$ cat src/rtl/conv_loop_sequencer.sv
// conv_loop_sequencer
//
// Walks the convolution loop nest (j, k, i, m, n, l from outermost to innermost) on a start
// pulse. It drives one index tuple per non-stalled cycle to the address generator, and along
// with each tuple it flags accumulator-clear and padding. A save pulse follows each output's
// last MAC by SAVE_LAT cycles.
//
// Ports:
//   clk        in   rising-edge clock
//   reset      in   asynchronous active-low reset
//   start      in   begin a layer (sampled only in IDLE)
//   stall      in   backpressure; freezes indices, state and save pipeline
//   i..l       out  8-bit index bus: out channel, out row, out col, kernel row, kernel col, in ch
//   enable     out  index bus valid this cycle
//   acc_clear  out  first MAC of a new output
//   pad        out  source pixel lies in the zero-padding border
//   en_save    out  accumulated output ready to store
//   busy       out  layer in progress (RUN or DRAIN)
//   done       out  one-cycle end-of-layer pulse
module conv_loop_sequencer #(
    parameter int unsigned CONV_DIM_IMG    = 32,
    parameter int unsigned CONV_DIM_KERNEL = 5,
    parameter int unsigned CONV_DIM_CH     = 3,
    parameter int unsigned CONV_OUT_CH     = 32,
    parameter int unsigned CONV_DIM_OUT    = 32,
    parameter int unsigned STRIDE          = 1,
    parameter int unsigned PADDING         = 2,
    parameter int unsigned SAVE_LAT        = 3
) (
    input  logic       clk,
    input  logic       reset,
    input  logic       start,
    input  logic       stall,
    output logic [7:0] i,
    output logic [7:0] j,
    output logic [7:0] k,
    output logic [7:0] m,
    output logic [7:0] n,
    output logic [7:0] l,
    output logic       enable,
    output logic       acc_clear,
    output logic       pad,
    output logic       en_save,
    output logic       busy,
    output logic       done
);

    localparam logic [7:0] OutMax   = 8'(CONV_DIM_OUT - 1);
    localparam logic [7:0] OchMax   = 8'(CONV_OUT_CH - 1);
    localparam logic [7:0] KerMax   = 8'(CONV_DIM_KERNEL - 1);
    localparam logic [7:0] ChMax    = 8'(CONV_DIM_CH - 1);
    localparam logic [2:0] DrainMax = 3'(SAVE_LAT - 1);
    localparam logic [9:0] ImgDim   = 10'(CONV_DIM_IMG);
    localparam logic [9:0] Stride   = 10'(STRIDE);
    localparam logic [9:0] Pad      = 10'(PADDING);

    typedef enum logic [1:0] {StIdle, StRun, StDrain, StDone} state_e;

    state_e              state_q, state_d;
    logic [7:0]          i_q, i_d, j_q, j_d, k_q, k_d;
    logic [7:0]          m_q, m_d, n_q, n_d, l_q, l_d;
    logic [2:0]          drain_q, drain_d;
    logic [SAVE_LAT-1:0] save_q, save_d;

    logic       i_wrap, j_wrap, k_wrap, m_wrap, n_wrap, l_wrap;
    logic       last_tuple, last_mac;
    logic [9:0] row, col;

    assign i_wrap = (i_q == OchMax);
    assign j_wrap = (j_q == OutMax);
    assign k_wrap = (k_q == OutMax);
    assign m_wrap = (m_q == KerMax);
    assign n_wrap = (n_q == KerMax);
    assign l_wrap = (l_q == ChMax);
    assign last_tuple = j_wrap & k_wrap & i_wrap & m_wrap & n_wrap & l_wrap;

    assign enable    = (state_q == StRun) & ~stall;
    assign acc_clear = enable & (m_q == 8'd0) & (n_q == 8'd0) & (l_q == 8'd0);
    assign last_mac  = enable & m_wrap & n_wrap & l_wrap;

    // Two's-complement 10-bit arithmetic; bit 9 set means the coordinate went negative.
    assign row = Stride * {2'b00, j_q} + {2'b00, m_q} - Pad;
    assign col = Stride * {2'b00, k_q} + {2'b00, n_q} - Pad;
    assign pad = enable & (row[9] | (row >= ImgDim) | col[9] | (col >= ImgDim));

    // The save pipeline freezes with the rest of the sequencer, so a pulse due under stall
    // surfaces on the first free cycle.
    assign en_save = save_q[SAVE_LAT-1] & ~stall;
    assign busy    = (state_q == StRun) | (state_q == StDrain);
    assign done    = (state_q == StDone);

    assign i = i_q;
    assign j = j_q;
    assign k = k_q;
    assign m = m_q;
    assign n = n_q;
    assign l = l_q;

    always_comb begin
        save_d = save_q;
        if (!stall) begin
            save_d    = save_q << 1;
            save_d[0] = last_mac;
        end
    end

    always_comb begin
        state_d = state_q;
        drain_d = drain_q;
        i_d = i_q;
        j_d = j_q;
        k_d = k_q;
        m_d = m_q;
        n_d = n_q;
        l_d = l_q;
        unique case (state_q)
            StIdle: begin
                if (start) begin
                    state_d = StRun;
                    i_d = '0;
                    j_d = '0;
                    k_d = '0;
                    m_d = '0;
                    n_d = '0;
                    l_d = '0;
                end
            end
            StRun: begin
                if (!stall) begin
                    if (last_tuple) begin
                        // Indices keep the final tuple through DRAIN/DONE/IDLE.
                        state_d = StDrain;
                        drain_d = '0;
                    end else begin
                        l_d = l_wrap ? 8'd0 : l_q + 8'd1;
                        if (l_wrap) begin
                            n_d = n_wrap ? 8'd0 : n_q + 8'd1;
                            if (n_wrap) begin
                                m_d = m_wrap ? 8'd0 : m_q + 8'd1;
                                if (m_wrap) begin
                                    i_d = i_wrap ? 8'd0 : i_q + 8'd1;
                                    if (i_wrap) begin
                                        k_d = k_wrap ? 8'd0 : k_q + 8'd1;
                                        if (k_wrap) begin
                                            j_d = j_wrap ? 8'd0 : j_q + 8'd1;
                                        end
                                    end
                                end
                            end
                        end
                    end
                end
            end
            StDrain: begin
                if (!stall) begin
                    if (drain_q == DrainMax) begin
                        state_d = StDone;
                    end else begin
                        drain_d = drain_q + 3'd1;
                    end
                end
            end
            StDone: begin
                state_d = StIdle;
            end
            default: begin
                state_d = StIdle;
            end
        endcase
    end

    always_ff @(posedge clk or negedge reset) begin
        if (!reset) begin
            state_q <= StIdle;
            drain_q <= '0;
            save_q  <= '0;
            i_q     <= '0;
            j_q     <= '0;
            k_q     <= '0;
            m_q     <= '0;
            n_q     <= '0;
            l_q     <= '0;
        end else begin
            state_q <= state_d;
            drain_q <= drain_d;
            save_q  <= save_d;
            i_q     <= i_d;
            j_q     <= j_d;
            k_q     <= k_d;
            m_q     <= m_d;
            n_q     <= n_d;
            l_q     <= l_d;
        end
    end

endmodule

$ cat config.mk
export PLATFORM = sky130hd
export DESIGN_NAME = conv_loop_sequencer
export DESIGN_NICKNAME = d
export VERILOG_FILES = /design/src/rtl/conv_loop_sequencer.sv
export SDC_FILE = /design/constraint.sdc
export NUM_CORES = 1
export LEC_CHECK = 0
export CAP_MARGIN = 20
export CORE_ASPECT_RATIO = 1.75
export CORE_MARGIN = 8
export CORE_UTILIZATION = 51
export DETAILED_ROUTE_END_ITERATION = 10
export PLACE_DENSITY = 0.77
export SLEW_MARGIN = 5
export SYNTH_ARGS = -nofsm -noshare
export SYNTH_HDL_FRONTEND = slang
export SYNTH_SLANG_ARGS = --single-unit
$ cat constraint.sdc
create_clock -name clk -period 2.2 [get_ports clk]
set_input_delay 0.33 -clock clk [delete_from_list [all_inputs] [get_ports clk]]
set_output_delay 0.33 -clock clk [all_outputs]
set_load 0.01 [all_outputs]
==> run metrics, run 1 <==
status finished, violations left; violated checks setup timing; CTS Buf Count 5; worst hold path endpoint save_q[0]$_DFFE_PN0N_; worst slew pin tran 0.548 ns; cell area after placement 0.00629 sq mm; Max Fclk 349 MHz; post-route ant nets 0; DRC viols 0; core area 0.00867 sq mm; # port buffers 57; final setup violating endpoints 51; synthesized net count 577; Final Hold Vio Count 0; Nets 800; CP Launch Type flip-flop; Area Overhead vs Synth 58.3%; worst hold margin 0.487 ns; biggest cell delay along the critical path 0.48 ns; Tcrit/Tclk final 130%; Synth Area in Compound Gates 19.8%; Setup TNS -8.28 ns; unique cell type count in the Yosys netlist 70; Rows 45; DR vias 5626; first-pass GRT wire length 26400 um; Worst Setup SP j[4]$_DFFE_PN0P_; synth warn 0; Lkg Pwr 0.00341 uW; Setup CP Type flip-flop to primary output; vias in the first global route 5450; Worst slew margin 63.0%; Die X 87.2 um; share of cells above drive strength 1 38.6%; Pwr Total 2800 uW; worst r2r dst k[2]$_DFFE_PN0P_; final RePlAce weighted congestion 1.01; Main synth FF type dfrtp_1; Final WS setup -0.668 ns; Power per Cell Area 391 mW/mm^2; Die ar. 0.0123 sq mm; average vias per placed instance 6.50; critical path endpoint category primary output; chip height 141 um; Post-Synth XOR/XNOR Area 0%; Reg-to-Reg Start m[1]$_DFFE_PN0P_; cells after synthesis 525; Max Cap Violations 0; Max Transition Viols Final 0; pre-CTS WS -0.749 ns; R2R setup slack -0.26 ns; initial antenna violation count 0; #FFs+latches synth 56; crit-path cells inv_2 -> ha_1 -> inv_1 -> ha_2 -> or4_4 -> a211oi_2 -> a31oi_2 -> nor4_1 -> a31oi_1 -> buf_2; final instance area 0.00717 sq mm; Synth Cell Area 0.00453 sq mm; critical path's slowest cell or4_4; R2R cell count 13; Antenna diodes 0; Setup Skew 0.00632 ns; Critical Path Fanout Max 2; min Tclk post-route 2.87 ns; wirelength, routed 19000 um; Worst EP arrival 2.54 ns; post-synthesis sequential area ratio 30.9%; CP top delay family simple AND/OR/NAND/NOR gates; Total GRT Usage 27.1%; clk root buf clkbuf_16; Adder-Cell Fraction of Synth Area 13.6%; largest family of logic cells by synthesized area simple AND/OR/NAND/NOR gates; Critical path buffers and inverters 3; Clock H-tree levels 2; Clock Tree Buf Depth 2; CTS tree yes; RSZ-0062 raised after global routing true; asr flop ratio synth 100%; largest net degree at the start of global routing 22; GRT overflow 0; HP Start save_q[0]$_DFFE_PN0N_; Clock Sinks 56; clk slew on worst S/H paths 0.08 ns; Cells on Worst Hold Path 2; wire per inst 22.0 um; drt pass-1 iters 6; Initial Utilization 52.2%; post-synthesis mux area share 3.78%; DPL Wire Length 11600 um; synthesized area per cell 8.63 sq um; I/O pin cnt 58; peak supply drop 0.000776 V; Worst EP required 1.87 ns; initial drt markers 707; Post-synth EDFFs 0; Worst-Skew Late Latency 0.30 ns; Simple-Gate Fraction of Synth Area 24.5%; Hold WC Path Type flip-flop to flip-flop
## routing by layer
metal | track usage, % | part of all wire [%]
met2 | 49.7 | 51
met1 | 26.5 | 33
met3 | 3.55 | 7.5
met4 | 20.0 | 8.4
met5 | 0 | 0
## state kept, by name, summed over array words and instances (netlist names)
name	cells
k	8
save_q	3
drain_q	3
i	8
n	8
l	8
state_q	2
m	8
j	8
## area by class of cell
type | instances | area (sq um)
repair buffers | 226 | 1930
fillers | 497 | 1500
well taps | 117 | 146
inverters | 77 | 294
clock buffers | 7 | 143
clock inverters | 1 | 7.51
flip-flops and latches | 56 | 1410
multi-input cells | 382 | 3240
## synth_stat cells, types with 3 or more instances
| cell | number | area share [%] |
|---|---|---|
| inv_1 | 77 | 6.4 |
| dfrtp_1 | 56 | 31 |
| ha_1 | 46 | 13 |
| nand2_1 | 43 | 3.6 |
| nand3_1 | 32 | 3.5 |
| nor2_1 | 26 | 2.2 |
| o21ai_0 | 25 | 2.8 |
| a21oi_1 | 23 | 2.5 |
| nor3_1 | 15 | 1.7 |
| nand4_1 | 13 | 1.8 |
| and3_1 | 12 | 1.7 |
| a31oi_1 | 10 | 1.4 |
| mux2i_1 | 10 | 2.2 |
| nor2b_1 | 8 | 1.1 |
| nor4_1 | 8 | 1.1 |
| o211ai_1 | 7 | 1.2 |
| and4_1 | 5 | 0.97 |
| clkbuf_1 | 5 | 0.41 |
| o21ai_1 | 5 | 0.55 |
| a21o_1 | 4 | 0.66 |
| o2111ai_1 | 4 | 0.77 |
| o21a_1 | 4 | 0.66 |
| o221ai_1 | 4 | 0.77 |
| o22a_1 | 4 | 0.77 |
| or2_2 | 4 | 0.55 |
| or3_1 | 4 | 0.55 |
| or4_1 | 4 | 0.66 |
| a211oi_1 | 3 | 0.50 |
| a221o_1 | 3 | 0.66 |
| and2_1 | 3 | 0.41 |
| mux2_2 | 3 | 0.75 |
| nor4bb_1 | 3 | 0.66 |
| o41ai_1 | 3 | 0.58 |
## worst min-delay path: stages, from the launching register on
cell	delay, ns
dfrtp_1	0.35
nand2_1	0.06
nand2_1	0.05
## worst max-delay path by stage
| stage | to | slack, ns | cells after the start |
|---|---|---|---|
| after CTS | pad | -0.70 | 10 |
| final | pad | -0.67 | 10 |
| after floorplan | pad | -0.21 | 9 |
| after global placement | pad | -0.72 | 10 |
| after detailed placement | pad | -0.75 | 10 |
| after global routing | pad | -0.75 | 11 |
## per-stage QoR
stage	utilization [%]	std cells
after floorplan	-	525
after global placement	72.5	828
after detailed placement	72.5	828
after CTS	79.1	854
after global routing	82.7	866
final	82.7	866
## report_power, final
group          leakage [uW]  switching (uW)  total [uW]  internal (uW)
logic               0.00274             368         764            396
registers          0.000599            83.0        1180           1100
clock network     0.0000701             402         858            456
total               0.00341             853        2800           1950
## cells in the final DEF, fill, tap and decap left out, types with 4 or more instances in the layout
| cell type | count |
|---|---|
| buf_4 | 141 |
| inv_1 | 63 |
| clkdlybuf4s50_1 | 53 |
| dfrtp_1 | 50 |
| nand2_1 | 40 |
| ha_1 | 36 |
| nand3_1 | 29 |
| buf_6 | 26 |
| nor2_1 | 23 |
| nor3_1 | 14 |
| nand4_1 | 13 |
| a21oi_1 | 13 |
| and3_1 | 12 |
| o21ai_1 | 12 |
| inv_2 | 12 |
| mux2i_1 | 10 |
| o21ai_0 | 10 |
| a21oi_2 | 10 |
| a31oi_1 | 8 |
| nor2b_1 | 8 |
| o211ai_1 | 7 |
| o21ai_2 | 7 |
| ha_4 | 6 |
| dfrtp_2 | 6 |
| nor4_4 | 5 |
| clkbuf_16 | 5 |
| o22a_1 | 4 |
| o21a_1 | 4 |
| a21o_1 | 4 |
| or3_1 | 4 |
| or2_2 | 4 |
| nor4_1 | 4 |
| and4_4 | 4 |
| mux2_4 | 4 |
| ha_2 | 4 |
## cell families after synthesis
group / count (synthesis)
and+or+nand+nor: 194
AOI/OAI and AO/OA: 124
buffers and inverters: 87
DFF: 56
adders and majority gates: 48
muxes: 16
## timing repair
action,4_1_cts,5_1_grt
endpoints found under the setup margin,52,53
resized for setup,88,58
buffers inserted,20,17
pin swaps,39,29
cloned,0,0
endpoints found under the hold margin,16,0
hold buffers,1,0
Power figures use the tool's default switching activity.
==> run 2: changes to the inputs <==
--- a/config.mk
+++ b/config.mk
@@ -8,9 +8,9 @@
 export CAP_MARGIN = 20
 export CORE_ASPECT_RATIO = 1.75
 export CORE_MARGIN = 8
-export CORE_UTILIZATION = 51
+export CORE_UTILIZATION = 48
 export DETAILED_ROUTE_END_ITERATION = 10
-export PLACE_DENSITY = 0.77
+export PLACE_DENSITY = 0.74
 export SLEW_MARGIN = 5
 export SYNTH_ARGS = -nofsm -noshare
 export SYNTH_HDL_FRONTEND = slang
==> run 2 against run 1 <==
Net effect:
- highest routed layer unchanged
- the flow still finishes with violations (setup timing)
- cell area about the same
- sequential share of layout area about the same
- clock skew grew 0.0042 ns
- clock power is 8.7% higher
==> run metrics, run 2 (synthesis gave the netlist of run 1 again) <==
status finished, violations left (unchanged); violated checks setup timing (unchanged); DR vias 5323 (was 5626); Final Hold Vio Count 0 (unchanged); Area Overhead vs Synth 58.4% (was 58.3%); CTS tree yes (unchanged); clk slew on worst S/H paths 0.08 ns (about the same); vias in the first global route 5440 (was 5450); register share of total power 41.4% (was 42.1%); Clock Sinks 56 (unchanged); commonest non-fill, non-tap cell in the layout buf_4 (unchanged); I/O pin cnt 58 (unchanged); worst hold margin 0.0140 ns (was 0.487 ns); drt pass-1 iters 5 (was 6); DPL Wire Length 12300 um (was 11600 um); critical path endpoint category primary output (unchanged); initial drt markers 402 (was 707); most frequent cells in the layout buf_4, inv_1, clkdlybuf4s50_1 (unchanged); R2R setup slack -0.34 ns (was -0.26 ns); Die ar. 0.0129 sq mm (was 0.0123 sq mm); Power per Cell Area 399 mW/mm^2 (was 391 mW/mm^2); Nets 803 (was 800); Worst EP arrival 2.61 ns (was 2.54 ns); GRT overflow 0 (unchanged); share of cells above drive strength 1 38.4% (was 38.6%); min Tclk post-route 2.94 ns (was 2.87 ns); Setup Skew 0.0106 ns (was 0.00632 ns); core area 0.00935 sq mm (was 0.00867 sq mm); Rows 47 (was 45); Clock Power Share 32.6% (was 30.6%); Final WS setup -0.740 ns (was -0.668 ns); RSZ-0062 raised after global routing true (unchanged); Worst slew margin 66.3% (was 63.0%); CP Launch Type flip-flop (unchanged); worst r2r dst j[5]$_DFFE_PN0P_ (was k[2]$_DFFE_PN0P_); final RePlAce weighted congestion 0.908 (was 1.01); Critical Path Fanout Max 2 (unchanged); Die X 89.4 um (was 87.2 um); Initial Utilization 48.4% (was 52.2%); Worst EP required 1.87 ns (about the same); Antenna diodes 0 (unchanged); Hold WC Path Type input pin to async pin (was flip-flop to flip-flop); peak supply drop 0.000541 V (was 0.000776 V); Lkg Pwr 0.00337 uW (was 0.00341 uW); cell area after placement 0.00635 sq mm (was 0.00629 sq mm); Max Cap Violations 0 (unchanged); wirelength, routed 17500 um (was 19000 um); post-route ant nets 0 (unchanged); Max Fclk 340 MHz (was 349 MHz); Clock Tree Buf Depth 2 (unchanged); Reg-to-Reg Start m[1]$_DFFE_PN0P_ (unchanged); chip height 145 um (was 141 um); Worst-Skew Late Latency 0.31 ns (was 0.30 ns); worst slew pin tran 0.499 ns (was 0.548 ns); wire per inst 20.0 um (was 22.0 um); Clock H-tree levels 2 (unchanged); Max Transition Viols Final 0 (unchanged); CTS Buf Count 5 (unchanged); average vias per placed instance 6.09 (was 6.50); Sw Share 29.1% (was 30.4%); final core utilization 76.7% (was 82.7%); Gate power share 26.0% (was 27.3%); Total GRT Usage 26.7% (was 27.1%); final setup violating endpoints 50 (was 51); initial antenna violation count 0 (unchanged); largest net degree at the start of global routing 33 (was 22); Pint 2030 uW (was 1950 uW); Tcrit/Tclk final 134% (was 130%); Setup CP Type flip-flop to primary output (unchanged); first-pass GRT wire length 26500 um (was 26400 um); sw power 831 uW (was 853 uW); DRC viols 0 (unchanged); clk root buf clkbuf_16 (unchanged); final instance area 0.00717 sq mm (about the same); R2R cell count 11 (was 13); # port buffers 57 (unchanged)
[run 2: cell types whose count changed in the layout (fill, tap and decap cells not counted), sizes merged]
cell / change
bufinv: +1
dlygate4sd3: -1
clkbuf: -1
dlygate4sd2: +1
buf: +4
inv: -1
[run 2: metal layers]
| layer | track usage, % | up-vias | wire [um] |
|---|---|---|---|
| li1 | - | 2372 | - |
| met5 | 0 | - | 0 |
| met1 | 25.6 | 2521 | 5700 |
| met4 | 17.0 | 0 | 1340 |
| met3 | 4.04 | 128 | 999 |
| met2 | 50.1 | 302 | 9420 |
[run 2: cell type report]
class,instances,area (sq um)
tap,122,153
clock inverter,1,30.0
inverter,77,298
fill,558,2180
sequential,56,1410
clock buffer,7,133
timing repair buffer,229,1940
multi-input combinational,382,3220
[run 2: power groups by stage]
stage	clock, uW	sequential, uW	combinational [uW]
after detailed placement	0	1190	707
after global placement	0	1190	682
after global routing	980	1190	813
after floorplan	0	1260	257
after CTS	932	1180	723
final	933	1180	744
[run 2: per-stage QoR]
| step | total power, uW | std cells | TNS (ns) | setup slack (ns) |
|---|---|---|---|---|
| floorplan | 1520 | 525 | -0.206 | -0.206 |
| global placement | 1870 | 839 | -8.49 | -0.711 |
| detailed placement | 1900 | 839 | -10.77 | -0.755 |
| CTS | 2830 | 859 | -2.37 | -0.604 |
| global route | 2980 | 874 | -11.73 | -0.831 |
| finish | 2860 | 874 | -7.67 | -0.740 |
[run 2: how the worst max path moves through the flow]
| stage | from | slack (ns) | to | cells past startpoint |
|---|---|---|---|---|
| 2_1_floorplan | m[5]$_DFFE_PN0P_ | -0.21 | pad | 9 |
| 3_3_place_gp | m[6]$_DFFE_PN0P_ | -0.71 | pad | 10 |
| 3_5_place_dp | k[1]$_DFFE_PN0P_ | -0.75 | pad | 11 |
| 4_1_cts | m[1]$_DFFE_PN0P_ | -0.60 | pad | 11 |
| 5_1_grt | m[1]$_DFFE_PN0P_ | -0.83 | pad | 11 |
| 6_report | m[1]$_DFFE_PN0P_ | -0.74 | pad | 11 |
[run 2: what timing repair did]
action / CTS / global route
setup buffers: 13 / 16
hold buffers: 0 / 0
setup endpoints to repair: 52 / 52
pin swaps: 30 / 29
endpoints found under the hold margin: 0 / 0
resized for setup: 80 / 52
[run 2: critical path: stages (launching register included)]
cell       delay [ns]
dfrtp_1          0.37
inv_2            0.08
ha_4             0.27
inv_2            0.04
ha_4             0.15
fa_2             0.37
a21o_1           0.19
a21oi_2          0.15
o2111ai_2        0.16
nor4_2           0.26
a31oi_1          0.12
buf_2            0.15
